==> src/rtl/bpred_resolve_queue.sv <==
// In-order branch checkpoint queue: resolves branches against the oldest entry and
// produces predictor update, fetch redirect and GHR/RAS recovery. Stats via BPRED_RQ_STATS_EN.
module bpred_resolve_queue #(
    parameter int DEPTH = 8,
    parameter int GHR_W = 12
) (
    input  logic             clk,
    input  logic             reset,
    input  logic             f_push,
    input  logic [31:0]      f_PC4,
    input  logic             f_p_dir,
    input  logic [31:0]      f_p_target,
    input  logic [3:0]       f_ras_index,
    input  logic [GHR_W-1:0] f_ghr,
    output logic             f_full,
    input  logic             e_resolve,
    input  logic             e_dir,
    input  logic [31:0]      e_target,
    output logic             e_ready,
    input  logic             soin_bpredictor_stall,
    output logic             execute_bpredictor_update,
    output logic [31:0]      execute_bpredictor_PC4,
    output logic [31:0]      execute_bpredictor_target,
    output logic             execute_bpredictor_dir,
    output logic             execute_bpredictor_miss,
    output logic             execute_bpredictor_recover_ras,
    output logic [3:0]       execute_bpredictor_meta,
    output logic             fetch_redirect,
    output logic [31:0]      fetch_redirect_PC,
    output logic             ghr_restore,
    output logic [GHR_W-1:0] ghr_restore_val,
    output logic             q_err,
    output logic [31:0]      stat_branches,
    output logic [31:0]      stat_misses
);
    localparam int AW = $clog2(DEPTH);
    localparam int PW = AW + 1;

    logic [PW-1:0]    wr_ptr, rd_ptr, count;
    logic [31:0]      pc4_mem    [DEPTH];
    logic             pdir_mem   [DEPTH];
    logic [31:0]      ptgt_mem   [DEPTH];
    logic [3:0]       ras_mem    [DEPTH];
    logic [GHR_W-1:0] ghr_mem    [DEPTH];

    logic [AW-1:0]    head_idx;
    logic             accept, empty, pop, miss, flush, push;

    assign count    = wr_ptr - rd_ptr;
    assign f_full   = (count == PW'(DEPTH));
    assign e_ready  = ~soin_bpredictor_stall;
    assign empty    = (count == '0);
    assign accept   = e_resolve & e_ready;
    assign pop      = accept & ~empty;
    assign head_idx = rd_ptr[AW-1:0];

    assign miss  = (e_dir != pdir_mem[head_idx]) |
                   (e_dir & (e_target != ptgt_mem[head_idx]));
    assign flush = pop & miss;
    // A mispredict makes every younger entry (and any same-cycle push) wrong-path.
    assign push  = f_push & ~f_full & ~flush;

    always_ff @(posedge clk) begin
        if (reset) begin
            wr_ptr <= '0;
            rd_ptr <= '0;
        end else begin
            if (pop)
                rd_ptr <= rd_ptr + PW'(1);
            if (flush)
                wr_ptr <= rd_ptr + PW'(1);
            else if (push)
                wr_ptr <= wr_ptr + PW'(1);
        end
    end

    always_ff @(posedge clk) begin
        if (push) begin
            pc4_mem[wr_ptr[AW-1:0]]  <= f_PC4;
            pdir_mem[wr_ptr[AW-1:0]] <= f_p_dir;
            ptgt_mem[wr_ptr[AW-1:0]] <= f_p_target;
            ras_mem[wr_ptr[AW-1:0]]  <= f_ras_index;
            ghr_mem[wr_ptr[AW-1:0]]  <= f_ghr;
        end
    end

    // Pulse outputs follow pop; data outputs hold whenever nothing is popped (incl. stall).
    always_ff @(posedge clk) begin
        if (reset) begin
            execute_bpredictor_update      <= 1'b0;
            execute_bpredictor_PC4         <= '0;
            execute_bpredictor_target      <= '0;
            execute_bpredictor_dir         <= 1'b0;
            execute_bpredictor_miss        <= 1'b0;
            execute_bpredictor_recover_ras <= 1'b0;
            execute_bpredictor_meta        <= '0;
            fetch_redirect                 <= 1'b0;
            fetch_redirect_PC              <= '0;
            ghr_restore                    <= 1'b0;
            ghr_restore_val                <= '0;
            q_err                          <= 1'b0;
        end else begin
            execute_bpredictor_update <= pop;
            fetch_redirect            <= flush;
            ghr_restore               <= flush;
            if (accept & empty)
                q_err <= 1'b1;
            if (pop) begin
                execute_bpredictor_PC4         <= pc4_mem[head_idx];
                execute_bpredictor_target      <= e_target;
                execute_bpredictor_dir         <= e_dir;
                execute_bpredictor_miss        <= miss;
                execute_bpredictor_recover_ras <= miss;
                execute_bpredictor_meta        <= ras_mem[head_idx];
            end
            if (flush) begin
                fetch_redirect_PC <= e_dir ? e_target : pc4_mem[head_idx];
                ghr_restore_val   <= {ghr_mem[head_idx][GHR_W-2:0], e_dir};
            end
        end
    end

`ifdef BPRED_RQ_STATS_EN
    always_ff @(posedge clk) begin
        if (reset) begin
            stat_branches <= '0;
            stat_misses   <= '0;
        end else begin
            if (pop && stat_branches != 32'hFFFF_FFFF)
                stat_branches <= stat_branches + 32'd1;
            if (flush && stat_misses != 32'hFFFF_FFFF)
                stat_misses <= stat_misses + 32'd1;
        end
    end
`else
    assign stat_branches = '0;
    assign stat_misses   = '0;
`endif

endmodule

==> config.mk <==
export PLATFORM = sky130hd
export DESIGN_NAME = bpred_resolve_queue
export DESIGN_NICKNAME = d
export VERILOG_FILES = /design/src/rtl/bpred_resolve_queue.sv
export SDC_FILE = /design/constraint.sdc
export NUM_CORES = 1
export LEC_CHECK = 0
export ABC_AREA = 1
export BUFFER_PORTS_ARGS = -buffer_cell sky130_fd_sc_hd__clkbuf_2
export CORE_UTILIZATION = 61
export CTS_BUF_LIST = sky130_fd_sc_hd__clkbuf_4
export CTS_CLUSTER_DIAMETER = 50
export DETAILED_ROUTE_END_ITERATION = 12
export HOLD_SLACK_MARGIN = 0.02
export PLACE_DENSITY_LB_ADDON = 0.3
export RECOVER_POWER = 50
export SETUP_SLACK_MARGIN = 0.3
export SLEW_MARGIN = 20
export SYNTH_ARGS = -nofsm -noshare
export SYNTH_HDL_FRONTEND = slang
export SYNTH_SLANG_ARGS = --single-unit
==> constraint.sdc <==
create_clock -name clk -period 9.1 [get_ports clk]
set_input_delay 1.82 -clock clk [delete_from_list [all_inputs] [get_ports clk]]
set_output_delay 1.82 -clock clk [all_outputs]
set_load 0.005 [all_outputs]
==> impl_metrics.py <==
metrics = {
    "cts": {
        "cts_resized": 0,
        "hold_buffers": 0,
        "h-tree-depth": 4,
        "clock_path_buffers": 3,
        "root_buffer": "clkbuf_4",
        "clock-sinks": 768,
        "postCtsSetupBuffers": 0,
        "path_clk_slew_ps": 70,
        "numCtsBuffers": 182,
        "cts_tree": "yes",
        "clk_latency_ps": 1020,
    },
    "critical_path": {
        "cp.required_ps": 9690,
        "end_kind": "register",
        "cp-start-kind": "register",
        "worst_path_max_delay_cell": "clkbuf_1",
        "crit_path_max_incr_delay_ps": 1260,
        "r2r_slack_ps": 2020,
        "path_class": "register to register",
        "r2r-end": "ptgt_mem[7][15]",
        "critical_path_arrival_ps": 7670,
        "path_cells": "clkbuf_1 -> clkinv_1 -> clkbuf_1 -> ha_1 -> inv_1 -> o21bai_1 -> xor2_1 -> nor3_1 -> nand2_1 -> nand3_2 -> inv_4 -> nand2_1 -> o21bai_4 -> nand3_1 -> nor2_4 -> buf_4",
        "r2r.worst_path.cells": 16,
        "cp_max_fo": 60,
        "r2r-start": "rd_ptr[1]",
    },
    "synthesis": {
        "async_flop_share": 0,
        "ys_seq_elements": 768,
        "syn_area_um2": 31000,
        "syn_inst": 2766,
        "yosysWarnings": 0,
        "ys_seq_area_frac": 0.703,
        "ys_types": 35,
        "dominantRegCellSynth": "edfxtp_1",
        "synth_edf_count": 640,
        "syn_area_per_cell_um2": 11.2,
    },
    "grt": {
        "grt_max_degree": 112,
        "grt.total_usage": 0.322,
        "grt_pass1_vias": 21600,
        "antenna_found_initial": 16,
        "grt-ovfl-total": 0,
        "grt_pass1_wl_mm": 122,
    },
    "worst_hold_path": {
        "hp-class": "register to register",
        "hold_path.startpoint": "q_err",
        "hold_end": "q_err",
        "min_delay_path_depth": 2,
    },
    "final_layout": {
        "nNetsFinal": 3178,
        "mostFrequentLayoutCells": "edfxtp_1 (640), nand2_1 (439), nor2_1 (375)",
        "area_growth_pct": 11.9,
        "fin_area_um2": 34700,
        "n_fill_cell": 3620,
        "final_util": 0.691,
        "final_cells": 3896,
        "final_common_cell": "edfxtp_1",
        "drive_gt1_frac": 0.133,
    },
    "floorplan": {
        "core_um2": 50200,
        "fp.dieArea_um2": 51700,
        "start_util": 0.617,
        "die_y_um": 227,
        "io_pins": 304,
        "core.rowCount": 82,
        "die_w_um": 227,
    },
    "place": {
        "detailedPlace.worstSlack_ps": 3110,
        "dp_hpwl_mm": 46.8,
        "io_buffers": 238,
        "dpl_cell_area_um2": 32400,
        "gp_congestion": 0.822,
        "dp.cells": 3542,
    },
    "timing": {
        "final.period_utilization": 0.778,
        "relSlewSlack": -0.173,
        "final-hold-violation-count": 0,
        "rsz0062_at_grt": "false",
        "slew_viol_final": 38,
        "setup_violations": 0,
        "period_needed_ps": 7080,
        "fin_ws_ps": 2020,
        "holdWs_ps": 459,
        "setup_tns_ps": 0,
        "max_freq_ghz": 0.141,
        "fin_worst_skew_ps": 52.0,
        "tightest_slew_ps": 1760,
    },
    "outcome": {
        "outcome": "complete, but fails checks",
        "violations": "max-capacitance violations, max-slew violations",
    },
    "flow_run": {
        "maxCapViolCount": 1,
    },
    "detailed_routing": {
        "vias": 22700,
        "viasPerCell": 5.82,
        "drt-pass1-iter-count": 6,
        "drt-total-wl_mm": 81.7,
        "ant_nets": 0,
        "routed-wl-met2_mm": 38.9,
        "highest_layer": "met5",
        "route.met3.wl_mm": 9.79,
        "drc": 0,
        "wl_per_cell_um": 21.0,
        "first_iter_violations": 2705,
        "drt-met1-wl_mm": 30.0,
    },
    "power_and_ir_drop": {
        "p_per_area_nw_per_um2": 311,
        "ir_worst_vdd_v": 0.000221,
        "p_total_mw": 10.8,
        "power_leakage_nw": 13.1,
    },
}
## Yosys cell counts, types with 7 or more instances
cell type | instances | area share
nand3b_1 | 17 | 0.0041
o22ai_1 | 75 | 0.015
buf_1 | 8 | 0.00097
o221ai_1 | 11 | 0.0031
xor2_1 | 7 | 0.0020
a31oi_1 | 32 | 0.0065
buf_2 | 34 | 0.0055
buf_4 | 80 | 0.019
o21ai_0 | 309 | 0.050
nor2_1 | 383 | 0.046
nand2_1 | 439 | 0.053
a21oi_1 | 73 | 0.012
dfxtp_1 | 128 | 0.083
o21ai_1 | 74 | 0.012
nand3_1 | 162 | 0.026
inv_1 | 152 | 0.018
edfxtp_1 | 640 | 0.62
clkbuf_1 | 109 | 0.013
## critical path: cells and delay by family, from the launching register on
kind / cells / cell delay, ps
AOI/OAI and AO/OA: 2 / 420
buffers and inverters: 6 / 3270
and+or+nand+nor: 6 / 2090
DFF: 1 / 300
xor gates and xnor gates: 1 / 110
adders and majority gates: 1 / 360
## how the worst max path moves through the flow
| stage | startpoint | endpoint | slack, ps | cells past startpoint |
|---|---|---|---|---|
| CTS | rd_ptr[2] | ptgt_mem[7][15] | 3060 | 12 |
| global route | rd_ptr[1] | ptgt_mem[7][15] | 1700 | 16 |
| global placement | rd_ptr[2] | pc4_mem[3][10] | 3200 | 12 |
| floorplan | e_dir | ghr_mem[1][0] | 2160 | 11 |
| detailed placement | rd_ptr[2] | pc4_mem[3][13] | 3110 | 12 |
| finish | rd_ptr[1] | ptgt_mem[7][15] | 2020 | 16 |
## layer usage
metal | vias up | track usage
li1 | 10300 | -
met4 | 12 | 0.148
met2 | 1352 | 0.507
met1 | 10900 | 0.411
met3 | 211 | 0.0991
met5 | - | 0
## logic make-up after synthesis
group / share of synthesized area
simple gates: 0.132
xor+xnor: 0.00226
other cells: 0.000121
mux: 0.00129
flops: 0.703
compound gates: 0.101
fa+ha+maj: 0.00202
buf+inv: 0.0586
## final cells by class
| cell class | instances | area [µm²] | area share |
|---|---|---|---|
| clock buffers | 281 | 2110 | 0.0609 |
| flip-flops and latches | 768 | 21800 | 0.629 |
| clock inverters | 61 | 323 | 0.00931 |
| diodes | 12 | 30.0 | 0.000866 |
| repair buffers | 273 | 1280 | 0.0371 |
| well taps | 672 | 841 | 0.0243 |
| inverters | 158 | 604 | 0.0174 |
| multi-input cells | 1671 | 7680 | 0.222 |
## power by group
group / switching, mW / internal [mW] / total (mW)
Clock: 1.34 / 1.50 / 2.83
Combinational: 2.30 / 0.923 / 3.23
Sequential: 0.286 / 4.43 / 4.71
Total: 3.93 / 6.85 / 10.8
## flip-flops by register name (all words and copies together) (netlist names), named ones only
| signal | count |
|---|---|
| execute_bpredictor_PC4 | 32 |
| execute_bpredictor_dir | 1 |
| execute_bpredictor_meta | 4 |
| execute_bpredictor_recover_ras | 1 |
| execute_bpredictor_target | 32 |
| execute_bpredictor_update | 1 |
| fetch_redirect_PC | 32 |
| ghr_mem | 88 |
| ghr_restore | 1 |
| ghr_restore_val | 12 |
| pc4_mem | 256 |
| pdir_mem | 8 |
| ptgt_mem | 256 |
| q_err | 1 |
| ras_mem | 32 |
| rd_ptr | 4 |
| wr_ptr | 4 |
Power figures use the tool's default switching activity.
